`config.mk`:
```
export PLATFORM = sky130hd
export DESIGN_NAME = mos6502_alu_stage
export DESIGN_NICKNAME = d
export VERILOG_FILES = /design/src/rtl/mos6502_alu_stage.sv
export SDC_FILE = /design/constraint.sdc
export NUM_CORES = 1
export LEC_CHECK = 0
export CAP_MARGIN = 20
export CORE_MARGIN = 4
export CORE_UTILIZATION = 50
export DETAILED_ROUTE_END_ITERATION = 8
export HOLD_SLACK_MARGIN = 0.02
export PLACE_DENSITY = 0.82
export SYNTH_ARGS = -nofsm -noshare
export SYNTH_HDL_FRONTEND = slang
export SYNTH_SLANG_ARGS = --single-unit
```
`constraint.sdc`:
```
create_clock -name FSM_Signal -period 13.75 [get_ports FSM_Signal]
set_input_delay 2.75 -clock FSM_Signal [delete_from_list [all_inputs] [get_ports FSM_Signal]]
set_output_delay 2.75 -clock FSM_Signal [all_outputs]
set_load 0.03 [all_outputs]
```
`src/rtl/mos6502_alu_stage.sv`:
```
// ---------------------------------------------------------------------------
// mos6502_alu_stage
//
// Multi-cycle 6502 ALU sitting directly upstream of accumulator register A.
// An operation is accepted from the control FSM in IDLE. Its operands are
// latched, the result is computed (with an optional BCD adjust cycle), and
// OUT_ALU is presented together with a one-cycle load_A strobe for register A.
// N/V/Z/C results and an update mask are returned for the status register.
//
// Parameters
//   DECIMAL_EN   1 = honour decimal_in for ADC/SBC, 0 = binary only
//
// Ports
//   FSM_Signal   in   1  clock, rising edge
//   reset_ALU    in   1  synchronous active-high reset
//   start        in   1  operation request, sampled only in IDLE
//   op           in   4  0 ADC,1 SBC,2 AND,3 ORA,4 EOR,5 ASL,6 LSR,7 ROL,
//                        8 ROR,9 INC,A DEC,B CMP,C PASSB, D-F reserved
//   IN_ALU_A     in   8  operand A (accumulator or memory byte)
//   IN_ALU_B     in   8  operand B
//   carry_in     in   1  C flag in
//   decimal_in   in   1  D flag in
//   OUT_ALU      out  8  registered result, held until next result or reset
//   load_A       out  1  one-cycle write strobe toward register A
//   done         out  1  one-cycle completion pulse
//   busy         out  1  high whenever the FSM is not in IDLE
//   flag_N/V/Z/C out  1  flag results, registered with OUT_ALU
//   flag_mask    out  4  {N,V,Z,C} flags updated by this op
//   o_dbg_state  out  2  current FSM state (0 IDLE,1 EXEC,2 DEC_ADJ,3 DONE)
//
// Handshake: start is a request that is only looked at while busy is low;
// a request raised while busy is high is dropped, never queued. Each accepted
// request produces exactly one done pulse (unless reset intervenes), and
// load_A, when issued, coincides with that done pulse.
// ---------------------------------------------------------------------------
module mos6502_alu_stage #(
    parameter bit DECIMAL_EN = 1'b1
) (
    input  logic       FSM_Signal,
    input  logic       reset_ALU,
    input  logic       start,
    input  logic [3:0] op,
    input  logic [7:0] IN_ALU_A,
    input  logic [7:0] IN_ALU_B,
    input  logic       carry_in,
    input  logic       decimal_in,
    output logic [7:0] OUT_ALU,
    output logic       load_A,
    output logic       done,
    output logic       busy,
    output logic       flag_N,
    output logic       flag_V,
    output logic       flag_Z,
    output logic       flag_C,
    output logic [3:0] flag_mask,
    output logic [1:0] o_dbg_state
);

    localparam logic [3:0] OP_ADC   = 4'h0;
    localparam logic [3:0] OP_SBC   = 4'h1;
    localparam logic [3:0] OP_AND   = 4'h2;
    localparam logic [3:0] OP_ORA   = 4'h3;
    localparam logic [3:0] OP_EOR   = 4'h4;
    localparam logic [3:0] OP_ASL   = 4'h5;
    localparam logic [3:0] OP_LSR   = 4'h6;
    localparam logic [3:0] OP_ROL   = 4'h7;
    localparam logic [3:0] OP_ROR   = 4'h8;
    localparam logic [3:0] OP_INC   = 4'h9;
    localparam logic [3:0] OP_DEC   = 4'hA;
    localparam logic [3:0] OP_CMP   = 4'hB;
    localparam logic [3:0] OP_PASSB = 4'hC;

    typedef enum logic [1:0] {
        S_IDLE    = 2'd0,
        S_EXEC    = 2'd1,
        S_DEC_ADJ = 2'd2,
        S_DONE    = 2'd3
    } state_t;

    state_t     r_state;
    state_t     w_next_state;

    // Operands captured on acceptance; later input changes are ignored.
    logic [3:0] r_op;
    logic [7:0] r_a;
    logic [7:0] r_b;
    logic       r_cin;
    logic       r_dec;

    // Binary datapath
    logic [7:0] w_b_eff;
    logic       w_cin_eff;
    logic [8:0] w_sum9;
    logic [7:0] w_res;
    logic       w_n, w_v, w_z, w_c;
    logic [3:0] w_mask;

    // BCD adjust datapath
    logic [4:0] w_lo5;
    logic [4:0] w_hi5;
    logic       w_lo_carry;
    logic [3:0] w_lo_nib;
    logic [3:0] w_hi_nib;
    logic       w_dec_c;
    logic [7:0] w_dec_res;

    logic       w_use_dec;
    logic       w_load_ok;

    assign w_use_dec = DECIMAL_EN && r_dec && ((r_op == OP_ADC) || (r_op == OP_SBC));
    // CMP and reserved codes never write the accumulator.
    assign w_load_ok = (r_op != OP_CMP) && (r_op <= OP_PASSB);

    // ---------------- binary result ----------------
    always_comb begin
        w_b_eff   = r_b;
        w_cin_eff = r_cin;
        if ((r_op == OP_SBC) || (r_op == OP_CMP)) begin
            w_b_eff = ~r_b;
        end
        // CMP is a subtraction with no incoming borrow.
        if (r_op == OP_CMP) begin
            w_cin_eff = 1'b1;
        end
        w_sum9 = {1'b0, r_a} + {1'b0, w_b_eff} + {8'd0, w_cin_eff};
    end

    always_comb begin
        w_res  = 8'h00;
        w_v    = 1'b0;
        w_c    = 1'b0;
        w_mask = 4'b0000;
        case (r_op)
            OP_ADC: begin
                w_res  = w_sum9[7:0];
                w_c    = w_sum9[8];
                w_v    = (r_a[7] == r_b[7]) && (w_sum9[7] != r_a[7]);
                w_mask = 4'b1111;
            end
            OP_SBC: begin
                w_res  = w_sum9[7:0];
                w_c    = w_sum9[8];
                w_v    = (r_a[7] != r_b[7]) && (w_sum9[7] != r_a[7]);
                w_mask = 4'b1111;
            end
            OP_AND: begin
                w_res  = r_a & r_b;
                w_mask = 4'b1010;
            end
            OP_ORA: begin
                w_res  = r_a | r_b;
                w_mask = 4'b1010;
            end
            OP_EOR: begin
                w_res  = r_a ^ r_b;
                w_mask = 4'b1010;
            end
            OP_ASL: begin
                w_res  = {r_a[6:0], 1'b0};
                w_c    = r_a[7];
                w_mask = 4'b1011;
            end
            OP_LSR: begin
                w_res  = {1'b0, r_a[7:1]};
                w_c    = r_a[0];
                w_mask = 4'b1011;
            end
            OP_ROL: begin
                w_res  = {r_a[6:0], r_cin};
                w_c    = r_a[7];
                w_mask = 4'b1011;
            end
            OP_ROR: begin
                w_res  = {r_cin, r_a[7:1]};
                w_c    = r_a[0];
                w_mask = 4'b1011;
            end
            OP_INC: begin
                w_res  = r_a + 8'd1;
                w_mask = 4'b1010;
            end
            OP_DEC: begin
                w_res  = r_a - 8'd1;
                w_mask = 4'b1010;
            end
            OP_CMP: begin
                w_res  = w_sum9[7:0];
                w_c    = w_sum9[8];
                w_mask = 4'b1011;
            end
            OP_PASSB: begin
                w_res  = r_b;
                w_mask = 4'b1010;
            end
            default: begin
                w_res  = 8'h00;
                w_mask = 4'b0000;
            end
        endcase
        // Flags outside the mask are forced to 0.
        w_n = w_mask[3] & w_res[7];
        w_z = w_mask[1] & (w_res == 8'h00);
    end

    // ---------------- BCD adjust ----------------
    // Nibble-wise sum from the latched operands. For SBC the low-nibble carry
    // out is "no borrow"; the same 5-bit adders serve both directions.
    always_comb begin
        w_lo5      = {1'b0, r_a[3:0]} + {1'b0, w_b_eff[3:0]} + {4'd0, r_cin};
        w_lo_carry = 1'b0;
        w_lo_nib   = w_lo5[3:0];
        w_hi5      = 5'd0;
        w_hi_nib   = 4'd0;
        w_dec_c    = 1'b0;
        if (r_op == OP_ADC) begin
            w_lo_carry = (w_lo5 > 5'd9);
            if (w_lo_carry) begin
                w_lo_nib = w_lo5[3:0] + 4'd6;
            end
            w_hi5    = {1'b0, r_a[7:4]} + {1'b0, r_b[7:4]} + {4'd0, w_lo_carry};
            w_dec_c  = (w_hi5 > 5'd9);
            w_hi_nib = w_dec_c ? (w_hi5[3:0] + 4'd6) : w_hi5[3:0];
        end else begin
            w_lo_carry = w_lo5[4];
            if (!w_lo_carry) begin
                w_lo_nib = w_lo5[3:0] - 4'd6;
            end
            w_hi5    = {1'b0, r_a[7:4]} + {1'b0, w_b_eff[7:4]} + {4'd0, w_lo_carry};
            w_hi_nib = w_hi5[4] ? w_hi5[3:0] : (w_hi5[3:0] - 4'd6);
            // Decimal SBC reports the binary carry.
            w_dec_c  = w_sum9[8];
        end
        w_dec_res = {w_hi_nib, w_lo_nib};
    end

    // ---------------- FSM ----------------
    always_comb begin
        w_next_state = r_state;
        done         = 1'b0;
        load_A       = 1'b0;
        busy         = 1'b1;
        case (r_state)
            S_IDLE: begin
                busy = 1'b0;
                if (start) begin
                    w_next_state = S_EXEC;
                end
            end
            S_EXEC: begin
                w_next_state = w_use_dec ? S_DEC_ADJ : S_DONE;
            end
            S_DEC_ADJ: begin
                w_next_state = S_DONE;
            end
            S_DONE: begin
                done         = 1'b1;
                load_A       = w_load_ok;
                w_next_state = S_IDLE;
            end
            default: begin
                w_next_state = S_IDLE;
            end
        endcase
    end

    assign o_dbg_state = r_state;

    always_ff @(posedge FSM_Signal) begin
        if (reset_ALU) begin
            r_state   <= S_IDLE;
            r_op      <= 4'h0;
            r_a       <= 8'h00;
            r_b       <= 8'h00;
            r_cin     <= 1'b0;
            r_dec     <= 1'b0;
            OUT_ALU   <= 8'h00;
            flag_N    <= 1'b0;
            flag_V    <= 1'b0;
            flag_Z    <= 1'b0;
            flag_C    <= 1'b0;
            flag_mask <= 4'b0000;
        end else begin
            r_state <= w_next_state;
            if ((r_state == S_IDLE) && start) begin
                r_op  <= op;
                r_a   <= IN_ALU_A;
                r_b   <= IN_ALU_B;
                r_cin <= carry_in;
                r_dec <= decimal_in;
            end
            if ((r_state == S_EXEC) && !w_use_dec) begin
                OUT_ALU   <= w_res;
                flag_N    <= w_n;
                flag_V    <= w_v;
                flag_Z    <= w_z;
                flag_C    <= w_c;
                flag_mask <= w_mask;
            end else if (r_state == S_DEC_ADJ) begin
                // V keeps the binary result; N/Z follow the adjusted byte.
                OUT_ALU   <= w_dec_res;
                flag_N    <= w_dec_res[7];
                flag_V    <= w_v;
                flag_Z    <= (w_dec_res == 8'h00);
                flag_C    <= w_dec_c;
                flag_mask <= 4'b1111;
            end
        end
    end

endmodule

```
==> results.tsv, run 1 <==
metric	value	unit
status	finished clean	
cts_buffers	5	
dieArea	9600	sq um
final_antenna_net_count	0	
synthMuxAreaShare	2.75	%
skew	0.00741	ns
initial_core_util	51.9	%
crit_type	reg -> reg	
track_usage	24.5	%
routed_via_density	6.12	
grt_overflow	0	
seq_area	781	sq um
r2r_end	flag_Z$_SDFFE_PP0P_	
grt_max_degree	33	
wl_per_cell	18.2	microns
dr_total_vias	4086	
die-width	98.0	microns
ys_warn_count	0	
die_y	98.0	microns
finalSetupViolCount	0	
r2r_cells	27	
fin_crit	7.82	ns
ir_worst_vdd	0.0691	mV
ys.flop_type	dfxtp_1	
placed_area	4530	sq um
worst_slew_pin_slew	1.02	ns
synth.avg_cell_area	7.53	sq um
yosysUniqueCellTypes	69	
final.setup.tns	0	ns
synth-compound-area-share	25.9	%
r2r_start	r_op[3]$_SDFFE_PP0P_	
max_freq	128	MHz
synth_area	4050	sq um
first_pass_iters	5	
final_common_cell	nand2_1	
drive_above_1_share	4.77	%
fill_cells	737	
r2r_slack	5.93	ns
synthAdderAreaFrac	16.7	%
synth_top_family_by_area	compound AO/OA/AOI/OAI gates	
total_power	885	uW
maxSlewViolCount	0	
start_kind	flop	
multi_input_area	3000	sq um
cts.repair.resized	0	
fin_crit_sh	56.9	%
port_buffers	45	
wirelength	12100	microns
cts_setup_buffers	0	
ioPinCount	46	
clkTransAtPathRegs	0.08	ns
num_antenna_cells	0	
synthArstFlopShare	0	%
cts_buffer_depth	2	
synth-seq-cells	39	
area_growth	13.9	%
timing_hold_violations_final	0	
dp_hpwl	9540	microns
rsz0062_at_grt	false	
slew_headroom	32.0	%
drv_cap	0	
grt_pass1_wl	19000	microns
placementRows	32	
crit_end	flag_Z$_SDFFE_PP0P_	
cts_tree	yes	
grt_pass1_vias	3719	
arrival	8.06	ns
cts_hold_buf	0	
synth_xor_area_share	6.27	%
clock_latency	0.30	ns
first_iter_violations	332	
power_density	192	nW/um^2
synthesis.instances	538	
syn_nets	611	
cp_max_fo	29	
design_area	4610	sq um
hp-class	reg -> reg	
synth-edff-count	0	
critPathCaptureType	flop	
critPathRequiredTime	13.98	ns
antenna_found_initial	0	
min_from	r_dec$_SDFFE_PP0P_	
final_cell_mix	73 x nand2_1, 52 x a21oi_1, 45 x clkdlybuf4s50_1	
drc	0	
fp.coreArea	7810	sq um
gp_congestion	1.01	
ctsRootBufferMaster	clkbuf_8	
yosys.area_share.simple	22.3	%
startpoint	r_op[3]$_SDFFE_PP0P_	
yosysSeqAreaShare	19.3	%
nNetsFinal	638	
leakage	0.00183	uW
cts.sinks	39	
htreeDepth	2	
## kinds of logic (layout without fill, tap and decap cells)
kind of cell / count (synthesis) / count (layout)
DFF: 39 / 39
xor gates and xnor gates: 29 / 29
AOI/OAI and AO/OA: 158 / 158
and+or+nand+nor: 185 / 185
muxes: 11 / 11
buffers and inverters: 67 / 95
adders and majority gates: 49 / 49
## power breakdown
group,internal (uW),switching (uW),leakage (uW)
clock,34.8,44.0,0.0000477
combinational,248,364,0.00147
sequential,146,48.0,0.000320
total,429,456,0.00183
## stage by stage
step	instances	hold WS (ns)	utilization, %	setup slack, ns
after detailed placement	660	0.448	58.0	6.14
after global placement	660	0.451	58.0	6.61
after CTS	668	0.461	59.1	6.12
final	668	0.464	59.1	5.93
after floorplan	538	0.437	-	7.25
after global routing	668	0.501	59.1	5.35
## synthesized netlist by cell type (3+ instances only)
| cell type | n | area, sq um |
|---|---|---|
| nand2_1 | 73 | 274 |
| a21oi_1 | 52 | 260 |
| nor2_1 | 40 | 150 |
| dfxtp_1 | 39 | 781 |
| ha_1 | 39 | 488 |
| inv_1 | 38 | 143 |
| o21ai_0 | 21 | 105 |
| xnor2_1 | 20 | 175 |
| clkbuf_1 | 19 | 71.3 |
| a211oi_1 | 15 | 113 |
| mux2i_1 | 10 | 100 |
| nand2b_1 | 10 | 62.6 |
| fa_1 | 9 | 180 |
| nor3_1 | 9 | 45.0 |
| xor2_1 | 9 | 78.8 |
| a21o_1 | 8 | 60.1 |
| nor2b_1 | 8 | 50.1 |
| or2_2 | 8 | 50.1 |
| nand3b_1 | 5 | 37.5 |
| nor3b_1 | 5 | 37.5 |
| o211ai_1 | 5 | 37.5 |
| a21boi_0 | 4 | 30.0 |
| a221oi_1 | 4 | 35.0 |
| a22oi_1 | 4 | 30.0 |
| a31oi_1 | 4 | 25.0 |
| buf_2 | 4 | 20.0 |
| nand3_1 | 4 | 20.0 |
| nand4_1 | 4 | 25.0 |
| o31ai_1 | 4 | 30.0 |
| a32oi_1 | 3 | 26.3 |
| and3b_1 | 3 | 26.3 |
| buf_1 | 3 | 11.3 |
| o21bai_1 | 3 | 22.5 |
| o22a_1 | 3 | 26.3 |
| or3_1 | 3 | 18.8 |
## critical path, stage by stage (launching register included)
cell and delay (ns):
dfxtp_1 0.99, nand2b_1 0.22, o21ai_1 0.39, nand2_1 0.36, xnor2_1 0.34, inv_1 0.09, fa_1 0.41, fa_1 0.47
xor2_1 0.39, ha_1 0.22, nand2b_1 0.07, a32o_1 0.22, o311ai_0 0.67, inv_1 0.14, fa_1 0.42, inv_1 0.08
fa_1 0.20, xor2_1 0.30, inv_1 0.09, ha_1 0.23, nand2_1 0.06, o31ai_1 0.11, o31ai_1 0.33, xnor2_1 0.10
o21ai_0 0.21, nand4_1 0.11, or4_1 0.41, a21oi_1 0.13
## metal layers
layer,global-route usage [%],wire (microns)
met1,31.6,5150
met2,40.9,5770
met3,3.71,754
met4,9.58,456
met5,0,0
## sequential cells by signal (all words and copies together), names as in the netlist
name / flops
OUT_ALU: 8
r_a: 8
r_b: 8
r_op: 4
flag_mask: 3
o_dbg_state: 2
flag_C: 1
flag_N: 1
flag_V: 1
flag_Z: 1
r_cin: 1
r_dec: 1
## how the worst min path moves through the flow
stage	slack (ns)	to	cells after the start
CTS	0.46	r_dec$_SDFFE_PP0P_	2
finish	0.46	r_dec$_SDFFE_PP0P_	2
floorplan	0.44	r_dec$_SDFFE_PP0P_	2
detailed placement	0.45	r_dec$_SDFFE_PP0P_	2
global route	0.50	r_dec$_SDFFE_PP0P_	2
global placement	0.45	r_dec$_SDFFE_PP0P_	2
## area by class of cell
class | instances | share of cell area (%)
tap | 102 | 2.77
timing repair buffer | 49 | 10.4
clock buffer | 5 | 1.49
inverter | 38 | 3.09
sequential | 39 | 16.9
clock inverter | 3 | 0.326
multi-input combinational | 432 | 65.0
No activity file was read; power rests on OpenSTA's default activity.
==> run 2, diff against run 1 <==
Clock period 13.75 ns to 8.1 ns, I/O delays scaled along.
==> run 2 against run 1 <==
Die area unchanged. Clock skew down 0.0041 ns. Sequential share of layout area down 0.17 points. Core utilization up 0.59 points. Clock power up 120%. Maximum frequency up 5.3%. Largest power group unchanged. Design area up 1.0%. Critical path type unchanged. Final cell count up 0.30%.
==> results.tsv, run 2 (same netlist as run 1, synthesis figures left out) <==
metric	value	unit	change
status	finished clean		unchanged
drv_cap	0		unchanged
gp_congestion	1.04		was 1.01
critPathRequiredTime	8.33	ns	was 13.98 ns
nNetsFinal	640		was 638
ioPinCount	46		unchanged
ctsRootBufferMaster	clkbuf_8		unchanged
num_antenna_cells	0		unchanged
dieArea	9600	sq um	unchanged
top_regs	OUT_ALU: 8 flops, r_a: 8 flops, r_b: 8 flops		unchanged
ir_worst_vdd	0.134	mV	was 0.0691 mV
grt_pass1_wl	19800	microns	was 19,000 microns
cts.sinks	39		unchanged
drc	0		unchanged
timing.critical_path.buf_inv	4		unchanged
place_inst	662		was 660
antenna_found_initial	0		unchanged
htreeDepth	2		unchanged
cts.repair.resized	0		unchanged
clkTransAtPathRegs	0.08	ns	about the same
skew	0.00328	ns	was 0.00741 ns
final_common_cell	nand2_1		unchanged
port_buffers	45		unchanged
fill_cells	749		was 737
placementRows	32		unchanged
arrival	7.66	ns	was 8.06 ns
final_cell_mix	73 x nand2_1, 52 x a21oi_1, 45 x clkdlybuf4s50_1		unchanged
initial_core_util	51.9	%	unchanged
fp.coreArea	7810	sq um	unchanged
max_freq	135	MHz	was 128 MHz
dp_hpwl	9600	microns	was 9540 microns
clock_latency	0.29	ns	was 0.30 ns
slew_headroom	30.8	%	was 32.0%
die_y	98.0	microns	unchanged
crit_type	reg -> reg		unchanged
die-width	98.0	microns	unchanged
cp_max_fo	29		unchanged
finalNonFillerCells	670		was 668
placed_area	4540	sq um	was 4530 sq um
routed_via_density	6.18		was 6.12
worst_slew_pin_slew	1.04	ns	was 1.02 ns
dr_total_vias	4142		was 4,086
finalSetupViolCount	0		unchanged
hp-class	reg -> reg		unchanged
leakage	0.00186	uW	was 0.00183 uW
area_growth	15.0	%	was 13.9%
rsz0062_at_grt	false		unchanged
grtUsageMet1	33.5	%	was 31.6%
cp_slowest_cell	dfxtp_1		unchanged
cts_setup_buffers	0		unchanged
maxSlewViolCount	0		unchanged
wl_per_cell	18.3	microns	was 18.2 microns
fin_crit_sh	91.7	%	was 56.9%
crit_family	adder cells		was compound AO/OA/AOI/OAI gates
critPathMaxStageDelay	0.62	ns	was 0.99 ns
start_kind	flop		unchanged
met3_usage	3.93	%	was 3.71%
layout_setup_ws	0.668	ns	was 5.93 ns
timing_hold_violations_final	0		unchanged
grt_pass1_vias	3910		was 3,719
cts_buffers	5		unchanged
final_util	59.7	%	was 59.1%
final.setup.tns	0	ns	unchanged
final_antenna_net_count	0		unchanged
design_area	4660	sq um	was 4610 sq um
cts_hold_buf	0		unchanged
grt-busiest-layer	met2		unchanged
cts_buffer_depth	2		unchanged
dp_slack	0.761	ns	was 6.14 ns
grt_overflow	0		unchanged
first_pass_iters	5		unchanged
wirelength	12300	microns	was 12,100 microns
cts_tree	yes		unchanged
first_iter_violations	305		was 332
gr-usage-met2	40.4	%	was 40.9%
grt_max_degree	32		was 33
fin_crit	7.43	ns	was 7.82 ns
critPathCaptureType	flop		unchanged
power_density	332	nW/um^2	was 192 nW/um^2
drive_above_1_share	5.11	%	was 4.77%
track_usage	25.4	%	was 24.5%
run 2: changes by cell type in the layout (fill, tap and decap cells not counted):
cell / change
buf_2: +1
buf_4: +1
clkinv_2: -2
clkbuf_8: +1
bufinv_16: +1
run 2: cell type report:
type	count	area (sq um)	area share [%]
clock buffers	6	82.6	1.77
inverters	38	143	3.06
multi-input cells	432	3000	64.3
repair buffers	51	493	10.6
well taps	102	128	2.74
flip-flops and latches	39	781	16.8
clock inverters	2	35.0	0.752
run 2: metal layers:
layer	wire, microns	part of all wire (%)
met5	0	0
met4	609	5.0
met3	736	6.0
met2	5550	45
met1	5380	44
run 2: worst paths after layout:
path | slack [ns] | cells past startpoint | to | start
worst max-delay path | 0.67 | 27 | flag_Z$_SDFFE_PP0P_ | r_op[2]$_SDFFE_PP0P_
worst min-delay path | 0.47 | 2 | flag_V$_SDFFE_PP0P_ | flag_V$_SDFFE_PP0P_
worst max register to register | 0.67 | 27 | flag_Z$_SDFFE_PP0P_ | r_op[2]$_SDFFE_PP0P_
worst min register to register | 0.47 | 2 | flag_V$_SDFFE_PP0P_ | flag_V$_SDFFE_PP0P_
run 2: stage by stage:
step	total power [uW]	hold slack, ns
finish	1540	0.473
global route	1670	0.525
CTS	1540	0.473
detailed placement	1360	0.461
global placement	1340	0.454
floorplan	1060	0.437
run 2: report_power, final:
part	internal (uW)	switching, uW	total (uW)
clock network	99.8	73.7	174
registers	248	77.0	325
logic	423	623	1050
total	771	774	1540
run 2: worst min-delay path, stage by stage (launching register included):
cell,delay (ns)
dfxtp_1,0.32
nand2_1,0.05
a21oi_1,0.05
==> run 3, diff against run 2 <==
Settings changed: CAP_MARGIN 20 to default.
==> run 3 against run 2 <==
Clock power barely moved. Wire length fell by 0.27%. Non-clock buffer count is 1 lower. Core utilization fell by 0.064 points. Sequential share of layout area hardly changed. Clock skew rose by 0.0034 ns. Critical endpoint unchanged. Highest routed layer unchanged.
==> results.tsv, run 3 (same netlist as run 1, synthesis figures left out) <==
metric	value	unit	change
cts.repair.resized	0		unchanged
rsz0062_at_grt	false		unchanged
gp_congestion	1.04		unchanged
start_kind	flop		unchanged
maxSlewViolCount	0		unchanged
first_pass_iters	5		unchanged
final_common_cell	nand2_1		unchanged
final_cell_mix	73 x nand2_1, 52 x a21oi_1, 45 x clkdlybuf4s50_1		unchanged
routed_via_density	6.08		was 6.18
status	finished clean		unchanged
timing.critical_path.buf_inv	4		unchanged
ir_worst_vdd	0.134	mV	about the same
finalSetupViolCount	0		unchanged
dieArea	9600	sq um	unchanged
drc	0		unchanged
critPathRequiredTime	8.34	ns	was 8.33 ns
worst_slew_pin_slew	1.26	ns	was 1.04 ns
final.setup.tns	0	ns	unchanged
drv_cap	0		unchanged
power_density	332	nW/um^2	about the same
wl_met3	543	microns	was 736 microns
cts_hold_buf	0		unchanged
slew_headroom	15.8	%	was 30.8%
dp_slack	0.728	ns	was 0.761 ns
fp.coreArea	7810	sq um	unchanged
cts_setup_buffers	0		unchanged
antenna_found_initial	0		unchanged
arrival	7.72	ns	was 7.66 ns
cts_tree	yes		unchanged
leakage	0.00185	uW	was 0.00186 uW
fin_crit_sh	92.4	%	was 91.7%
layout_setup_ws	0.619	ns	was 0.668 ns
critPathCaptureType	flop		unchanged
initial_core_util	51.9	%	unchanged
port_buffers	45		unchanged
area_growth	14.9	%	was 15.0%
grt_max_degree	32		unchanged
die-width	98.0	microns	unchanged
dr_total_vias	4068		was 4,142
final_antenna_net_count	0		unchanged
wl_met2	5900	microns	was 5550 microns
wl_per_cell	18.3	microns	about the same
clkTransAtPathRegs	0.09	ns	was 0.08 ns
max_freq	134	MHz	was 135 MHz
cp_max_fo	29		unchanged
htreeDepth	2		unchanged
drive_above_1_share	4.94	%	was 5.11%
track_usage	24.8	%	was 25.4%
top_regs	OUT_ALU: 8 flops, r_a: 8 flops, r_b: 8 flops		unchanged
cp_slowest_cell	dfxtp_1		unchanged
ioPinCount	46		unchanged
grt_overflow	0		unchanged
wl_met1	5450	microns	was 5380 microns
fin_crit	7.48	ns	was 7.43 ns
die_y	98.0	microns	unchanged
clock_latency	0.30	ns	was 0.29 ns
ctsRootBufferMaster	clkbuf_8		unchanged
placementRows	32		unchanged
crit_family	adder cells		unchanged
cts_buffer_depth	2		unchanged
timing_hold_violations_final	0		unchanged
dp_hpwl	9620	microns	was 9600 microns
cts.sinks	39		unchanged
first_iter_violations	327		was 305
wirelength	12200	microns	was 12,300 microns
grt_pass1_wl	19400	microns	was 19,800 microns
skew	0.00667	ns	was 0.00328 ns
num_antenna_cells	0		unchanged
critPathMaxStageDelay	0.62	ns	about the same
crit_type	reg -> reg		unchanged
nNetsFinal	639		was 640
grt_pass1_vias	3862		was 3,910
cts_buffers	5		unchanged
hp-class	reg -> reg		unchanged
top_layer_used	met4		unchanged
[run 3: cell types whose count changed in the layout (fill, tap and decap cells not counted)]
cell | previous run | this run
buf_2 | 1 | 0
[run 3: per-stage QoR]
stage	hold slack, ns	area [sq um]	instances	util [%]	total power, uW
2_1_floorplan	0.437	4050	538	-	1060
3_3_place_gp	0.454	4540	661	58.1	1340
3_5_place_dp	0.459	4540	661	58.1	1360
4_1_cts	0.468	4650	669	59.6	1540
5_1_grt	0.514	4650	669	59.6	1660
6_report	0.468	4650	669	59.6	1540
[run 3: worst register-to-register path, cell delays in order, from the launching register on]
cell	delay, ns
dfxtp_1	0.62
or3_1	0.52
o21ai_1	0.25
nand2_1	0.36
xnor2_1	0.36
inv_1	0.10
fa_1	0.41
fa_1	0.47
xor2_1	0.37
ha_1	0.22
nand2b_1	0.06
a32o_1	0.22
o311ai_0	0.60
inv_1	0.12
fa_1	0.39
inv_1	0.08
fa_1	0.19
xor2_1	0.29
inv_1	0.08
ha_1	0.23
nand2_1	0.07
o31ai_1	0.12
o31ai_1	0.34
xnor2_1	0.09
o21ai_0	0.21
nand4_1	0.12
or4_1	0.40
a21oi_1	0.13
[run 3: cell type report]
| cell class | count | area [sq um] |
|---|---|---|
| Fill cell | 750 | 3150 |
| Clock inverter | 2 | 35.0 |
| Timing Repair Buffer | 50 | 488 |
| Inverter | 38 | 143 |
| Tap cell | 102 | 128 |
| Multi-Input combinational cell | 432 | 3000 |
| Clock buffer | 6 | 82.6 |
| Sequential cell | 39 | 781 |
[run 3: power by group]
part           internal, uW  switching (uW)
clock                  99.8            75.5
sequential              248            77.2
combinational           422             622
[run 3: final timing paths]
check / from / end / slack (ns) / cells after the start
setup / recovery: r_op[2]$_SDFFE_PP0P_ / flag_Z$_SDFFE_PP0P_ / 0.62 / 27
hold / removal: flag_V$_SDFFE_PP0P_ / flag_V$_SDFFE_PP0P_ / 0.47 / 2
setup reg to reg: r_op[2]$_SDFFE_PP0P_ / flag_Z$_SDFFE_PP0P_ / 0.62 / 27
hold reg to reg: flag_V$_SDFFE_PP0P_ / flag_V$_SDFFE_PP0P_ / 0.47 / 2
[run 3: routing by layer]
| metal | vias to the layer above | global-route usage, % |
|---|---|---|
| met4 | 0 | 7.67 |
| met1 | 1946 | 32.7 |
| met2 | 130 | 42.1 |
| li1 | 1963 | - |
| met3 | 29 | 3.36 |
| met5 | - | 0 |
